--- src/rtl/operand_feeder.sv ---
// Operand FIFO feeding the registered adder: buffers (A,B) pairs and issues one pair per cycle.
// Optional macro OPERAND_FEEDER_DROP_CNT_EN adds a saturating Drop_Cnt of pushes refused while full.
module operand_feeder #(
    parameter int unsigned WIDTH = 4,
    parameter int unsigned DEPTH = 4,
    parameter int unsigned PTR_W = 2
) (
    input  logic             Clk,
    input  logic             Reset_n,
    input  logic [WIDTH-1:0] In_A,
    input  logic [WIDTH-1:0] In_B,
    input  logic             Push,
    input  logic             Hold,
    output logic [WIDTH-1:0] A,
    output logic [WIDTH-1:0] B,
    output logic             En,
    output logic             Full,
    output logic             Empty,
`ifdef OPERAND_FEEDER_DROP_CNT_EN
    output logic [7:0]       Drop_Cnt,
`endif
    output logic [PTR_W:0]   Count
);

    localparam logic [PTR_W:0] FullCount = (PTR_W + 1)'(DEPTH);

    logic [2*WIDTH-1:0] mem [DEPTH];
    logic [PTR_W-1:0]   wr_ptr;
    logic [PTR_W-1:0]   rd_ptr;
    logic               push_ok;
    logic               pop_ok;

    assign Full    = (Count == FullCount);
    assign Empty   = (Count == '0);
    assign push_ok = Push && !Full;
    assign pop_ok  = !Empty && !Hold;

    // Storage is deliberately left out of reset.
    always_ff @(posedge Clk) begin
        if (push_ok) begin
            mem[wr_ptr] <= {In_A, In_B};
        end
    end

    always_ff @(posedge Clk or negedge Reset_n) begin
        if (!Reset_n) begin
            wr_ptr <= '0;
            rd_ptr <= '0;
            Count  <= '0;
            A      <= '0;
            B      <= '0;
            En     <= 1'b0;
        end else begin
            if (push_ok) begin
                wr_ptr <= wr_ptr + 1'b1;
            end
            if (pop_ok) begin
                rd_ptr <= rd_ptr + 1'b1;
                {A, B} <= mem[rd_ptr];
                En     <= 1'b1;
            end else begin
                En     <= 1'b0;
            end
            unique case ({push_ok, pop_ok})
                2'b10:   Count <= Count + 1'b1;
                2'b01:   Count <= Count - 1'b1;
                default: Count <= Count;
            endcase
        end
    end

`ifdef OPERAND_FEEDER_DROP_CNT_EN
    always_ff @(posedge Clk or negedge Reset_n) begin
        if (!Reset_n) begin
            Drop_Cnt <= '0;
        end else if (Push && Full && (Drop_Cnt != 8'hFF)) begin
            Drop_Cnt <= Drop_Cnt + 1'b1;
        end
    end
`endif

endmodule
--- config.mk ---
export PLATFORM = sky130hd
export DESIGN_NAME = operand_feeder
export DESIGN_NICKNAME = d
export VERILOG_FILES = /design/src/rtl/operand_feeder.sv
export SDC_FILE = /design/constraint.sdc
export NUM_CORES = 1
export LEC_CHECK = 0
export ABC_AREA = 1
export BUFFER_PORTS_ARGS = -buffer_cell sky130_fd_sc_hd__buf_2
export CELL_PAD_IN_SITES_DETAIL_PLACEMENT = 2
export CELL_PAD_IN_SITES_GLOBAL_PLACEMENT = 2
export CORE_UTILIZATION = 36
export CTS_CLUSTER_DIAMETER = 50
export DETAILED_ROUTE_END_ITERATION = 12
export GPL_ROUTABILITY_DRIVEN = 0
export PLACE_DENSITY_LB_ADDON = 0.3
export SLEW_MARGIN = 10
export SYNTH_ARGS = -nofsm -noshare
export SYNTH_HDL_FRONTEND = slang
export SYNTH_SLANG_ARGS = --single-unit
export TNS_END_PERCENT = 30
--- constraint.sdc ---
create_clock -name Clk -period 2 [get_ports Clk]
set_input_delay 0.4 -clock Clk [delete_from_list [all_inputs] [get_ports Clk]]
set_output_delay 0.4 -clock Clk [all_outputs]
set_load 0.01 [all_outputs]
### Word-level counts from Yosys, hierarchy flattened

Memory sizes are Yosys's and may differ from the RTL's. A register that Yosys moved wholly into a read port is not among the register bits.
Cells that the tools add are included.

| storage, ports and cells | value |
|---|---|
| register bits | 8 |
| bits in latches | 0 |
| memory bits (writable) | 32 |
| bits in read-only memories | 0 |
| bits of input ports | 12 |
| output and inout bits | 14 |
| logic and storage cells | 24 |
| memories | 1 |

| cells by class | value |
|---|---|
| add/sub/neg operators | 4 |
| multipliers | 0 |
| divide/modulo/power cells | 0 |
| order comparisons | 0 |
| equality and inequality tests | 3 |
| shift-type cells | 0 |
| muxes and demuxes | 4 |
| bitwise logic cells | 0 |
| reduce and logical (&&, ||, !) cells | 8 |

Memories:

| name | depth | width | read ports | clocked after Yosys merged registers in | wr ports | line | text |
|---|---|---|---|---|---|---|---|
| mem | 4 | 8 | 1 | 1 | 1 | 27 | `logic [2*WIDTH-1:0] mem [DEPTH];` |

Operator list:

| operator | number |
|---|---|
| 3-bit case mux with 2 select lines | 1 |
| 2-bit by 1-bit adder with 2-bit output (second input constant) | 2 |
| 1-bit logical NOT | 4 |
| 3-bit by 1-bit adder with 3-bit output (second input constant) | 1 |
| 3-bit == test (second input constant) | 1 |
| 3-bit logical NOT | 1 |
| 1-bit two-way mux | 3 |
| 3-bit by 1-bit subtractor with 3-bit output (second input constant) | 1 |
| 2-bit by 1-bit == test with 1-bit output (second input constant) | 1 |
| 2-bit == test (second input constant) | 1 |
| 1-bit logical AND | 2 |
| 2-bit nonzero test | 1 |

### Longest topological paths before layout

| depth | value |
|---|---|
| word-level depth | 5 |
| mapped depth | 10 |
| depth with buffers taken out | 10 |

### Worst setup path after synthesis

No wires, ideal clock.

| timing | value |
|---|---|
| kind | reg-to-reg |
| start point | register Count[0] |
| end point | register Count[2] |
| library setup time | 123 ps |
| arrival | 1732 ps |
| setup slack | 145 ps |
| cell stages (with the launch flop) | 10 |
| path buffers | 0 |
| period minus slack after synthesis | 1855 ps |
| path through | dfrtp_1 -> nor2_4 -> nand2_1 -> nand2_4 -> ha_1 -> inv_1 -> fa_1 -> nand2_1 -> nand3_1 -> xor2_1 |

| on the way | value |
|---|---|
| longest elaborated chain between the ends | 5 |
| elaborated cells between the ends (all ways) | 12 |
| those cells by class | add/sub (2); eq/ne (3); mux (1); reduce/logical (6) |

Ends and longest elaborated chain:

| element | line | text |
|---|---|---|
| from (decl) | 22 | `output logic [PTR_W:0] Count` |
| from (signal assigned) | 65 | `2'b10: Count <= Count + 1'b1;` |
| from (signal assigned) | 66 | `2'b01: Count <= Count - 1'b1;` |
| from (signal assigned) | 67 | `default: Count <= Count;` |
| 3-bit == test or 3-bit logical NOT (tied branches) | 33, 34 |  |
| 1-bit logical NOT, on equally long branches | 35, 36 |  |
| 1-bit logical AND, on equally long branches | 35, 36 |  |
| 2-bit by 1-bit == test with 1-bit output or 2-bit == test (tied branches) | 64 | `unique case ({push_ok, pop_ok})` |
| 3-bit case mux with 2 select lines or 2-bit nonzero test (tied branches) | -- |  |

Parallel ways exist; a longest one is shown, timed or not.
A chain may end at the register's enable or synchronous reset.

### Final worst setup path

Ends and elaborated chain as after synthesis.

==> parameters.txt <==
Parameter                              Value

Route
  Count of vias placed by the detailed router    1475
  Average wire per standard cell    15.8 µm
  Drt via density    between 4 and 5
  Final Routed Wirelength    5130 µm
  Detailed router's first-iteration violation count    78
  DRC viols    0
  Iteration count of the initial detailed-routing pass    4
  Final ANT Viol Nets    0

Run status
  Result of the run    completed

Critical path
  Critical Path AT    about 2100 ps
  Slowest stage cell, crit path    sky130_fd_sc_hd__dfrtp_1
  Endpoint class of the critical path    flip-flop
  Kind of cell with the highest combined delay on the critical path    adder cells
  Worst path bufs/invs    2
  Required time at the endpoint of the critical path    2190 ps
  Element type at the critical path start    flip-flop
  Critical-path maximum fanout    4
  Highest cell delay on the worst timing path    440 ps
  Type of the setup path with the least slack    flip-flop to flip-flop
  Sequence of cells on the critical path    nor2_4, buf_4, a21oi_4, ha_1, inv_1, fa_1, nand2_1, nand3_1, xor2_1

Power and ir drop
  Leakage power    1.25 nW
  Proportion of power drawn by combinational gates    0.391
  Clock network fraction of total power    0.168
  Pwr dens    1440 nW/µm²
  Sequential group share of total power    0.441
  Internal Pwr Total    around 0.0022 W
  Largest voltage drop on the vdd net    0.442 mV
  Fraction of power spent switching nets    0.397
  Net load switching power    ~0.0014 W

Placement
  Placed insts    314
  Pre-CTS setup slack    13.3 ps
  DP HPWL    ~3600 µm
  Port bufs    25

STA
  Transition time of the tightest slew-check pin    504 ps
  Worst slew slack as a fraction of its limit    0.664
  Max Clock Freq    525 MHz
  Final Hold Viols    0
  Number of setup violations in the final report    0
  Worst Clk Skew    12.6 ps
  Hold slack final    around 16 ps
  Number of max-slew violations in the final report    0
  Final worst path period share    0.952
  Final critical-path setup slack    96.0 ps
  Min Clock Period, post-route    1900 ps

Logic synthesis
  Sequential cell area fraction in the yosys report    0.627
  Mean area per synthesized cell    between 10 and 15 µm²
  Count of mapped cells out of synthesis    214
  Number of different library cells in the post-synthesis netlist    22
  Seq cells post-synth    48
  Synth Cell Area    2170 µm²
  Post-synth net total    approximately 230
  Number of warning messages in the yosys log    0

Global route
  Number of global-route vias before repair    1612
  Total global routing track utilization    0.178
  Grt ovf    0
  Pin count of the biggest net entering global routing    18
  Global-route wire length before repair    8070 µm
  Initial antenna violation count    0

Layout
  Share of the core filled with cells    0.443
  ANT cells    0
  Final-stage net count    269
  Proportion of layout cells with a drive suffix above 1    0.214
  Area growth, synth to finish    15.7%
  Layout Cells excl Fill    ~320

Floorplan
  Height of the die    79.7 µm
  Die outline area    6350 µm²
  # IOs    26
  Die span in x    about 80 µm
  Area of the core    between 5000 and 6000 µm²
  Initial cell density of the core    0.383
  Cell row count    27

Clocking
  CTS tree    done
  Source-to-sink clock delay at the later pin of the worst-skew pair    300 ps
  Clock transition at the registers of the reported paths    90 ps
  Clock root cell    sky130_fd_sc_hd__clkbuf_8
  Maximum root-to-sink buffer count    2
  H-Tree Depth    2
  CTS Hold Bufs    0
  CTS Buf Count    5
  Number of sinks driven by the clock tree    48

Flow run
  Max-Cap Viols    0

Hold path
  Class of the tightest hold or removal check    primary input to asynchronous set/reset pin
## repair_timing
item / CTS / global route
setup buffers: 0 / 2
resized for setup: 0 / 2
endpoints found under the setup margin: 0 / 1
## layer usage
layer  share of wire  routed length (µm)  global-route usage
met4          0.0082                  42              0.0545
met3           0.023                 120              0.0377
met5               0                   0                   0
met1            0.43                2190               0.192
met2            0.54                2780               0.342
## layout by cell type, fill, tap and decap left out, drive strengths merged
cell      synthesis  routed
clkbuf            0       7
ha                5       5
fa                1       1
clkinvlp          0       1
inv              48      48
xor2              3       3
buf               5      35
dfrtp            16      16
nor2              6       6
nand2            75      75
o21ai             2       2
nand3            18      18
edfxtp           32      32
a21oi             1       1
o21bai            1       1
xnor2             1       1
## cells by family after synthesis
kind of cell | count (synthesis) | synth area share
buffers and inverters | 53 | 0.105
xor gates and xnor gates | 4 | 0.0196
and+or+nand+nor | 99 | 0.190
adders and majority gates | 6 | 0.0380
DFF | 48 | 0.627
AOI/OAI and AO/OA | 4 | 0.0207
## registers in the layout (all words and copies together) (netlist names)
register,cells
A,4
B,4
Count,3
En,1
mem,32
rd_ptr,2
wr_ptr,2
## power by group through the flow
stage / registers [W] / logic [W] / clock network (W)
global route: 0.00163 / 0.00161 / 0.000659
detailed placement: 0.00162 / 0.00140 / 0
global placement: 0.00159 / 0.00132 / 0
finish: 0.00159 / 0.00141 / 0.000604
CTS: 0.00159 / 0.00141 / 0.000621
floorplan: 0.00157 / 0.000934 / 0
## Yosys cell counts
cell	number	area share
sky130_fd_sc_hd__o21bai_4	1	0.0086
sky130_fd_sc_hd__xor2_1	2	0.0081
sky130_fd_sc_hd__buf_6	3	0.016
sky130_fd_sc_hd__nand2_1	73	0.13
sky130_fd_sc_hd__nand2_4	1	0.0052
sky130_fd_sc_hd__inv_4	1	0.0029
sky130_fd_sc_hd__dfrtp_1	16	0.18
sky130_fd_sc_hd__nor2_4	1	0.0052
sky130_fd_sc_hd__buf_2	1	0.0023
sky130_fd_sc_hd__xnor2_1	1	0.0040
sky130_fd_sc_hd__fa_1	1	0.0092
sky130_fd_sc_hd__xor2_2	1	0.0075
sky130_fd_sc_hd__nand2_2	1	0.0029
sky130_fd_sc_hd__inv_2	3	0.0052
sky130_fd_sc_hd__nand3_1	18	0.041
sky130_fd_sc_hd__o21ai_0	2	0.0046
sky130_fd_sc_hd__edfxtp_1	32	0.44
sky130_fd_sc_hd__nor2_1	5	0.0086
sky130_fd_sc_hd__inv_1	44	0.076
sky130_fd_sc_hd__buf_4	1	0.0035
sky130_fd_sc_hd__a21oi_4	1	0.0075
sky130_fd_sc_hd__ha_1	5	0.029
## worst register-to-register path: cells and delay by family (launching register included)
kind | cells | cell delay [ps]
AO/OA/AOI/OAI | 1 | 130
XOR/XNOR | 1 | 170
adder cells (fa/ha/maj) | 2 | 570
buffers and inverters | 2 | 210
flip-flops | 1 | 440
AND/OR/NAND/NOR | 3 | 290
## final cells by class
| cell class | instances | area, µm² |
|---|---|---|
| sequential | 48 | 1360 |
| clock buffer | 7 | 86.3 |
| clock inverter | 1 | 7.51 |
| inverter | 48 | 183 |
| timing repair buffer | 35 | 200 |
| multi-input combinational | 113 | 584 |
| tap | 72 | 90.1 |
| fill | 632 | 3160 |
## path summary, 6_finish.rpt
path                                      startpoint  cells past startpoint                    to  slack, ps
worst max-delay path            Count[0]$_DFFE_PN0P_                      9  Count[2]$_DFFE_PN0P_        100
worst min-delay path                         Reset_n                      1      B[1]$_DFFE_PN0P_         20
worst max register to register  Count[0]$_DFFE_PN0P_                      9  Count[2]$_DFFE_PN0P_        100
worst min register to register      B[3]$_DFFE_PN0P_                      2      B[3]$_DFFE_PN0P_        490
max in group asynchronous                    Reset_n                      1  Count[1]$_DFFE_PN0P_       1660
min in group Clk                             In_B[0]                      1   mem[3][0]$_DFFE_PP_        310
## stage by stage
stage | total power [W] | setup TNS (ps) | area (µm²)
finish | 0.00361 | 0 | 2510
detailed placement | 0.00301 | 0 | 2400
floorplan | 0.00250 | 0 | 2170
global placement | 0.00291 | 0 | 2400
global route | 0.00390 | -21.8 | 2510
CTS | 0.00362 | 0 | 2490
(Power assumes the default switching activity.)
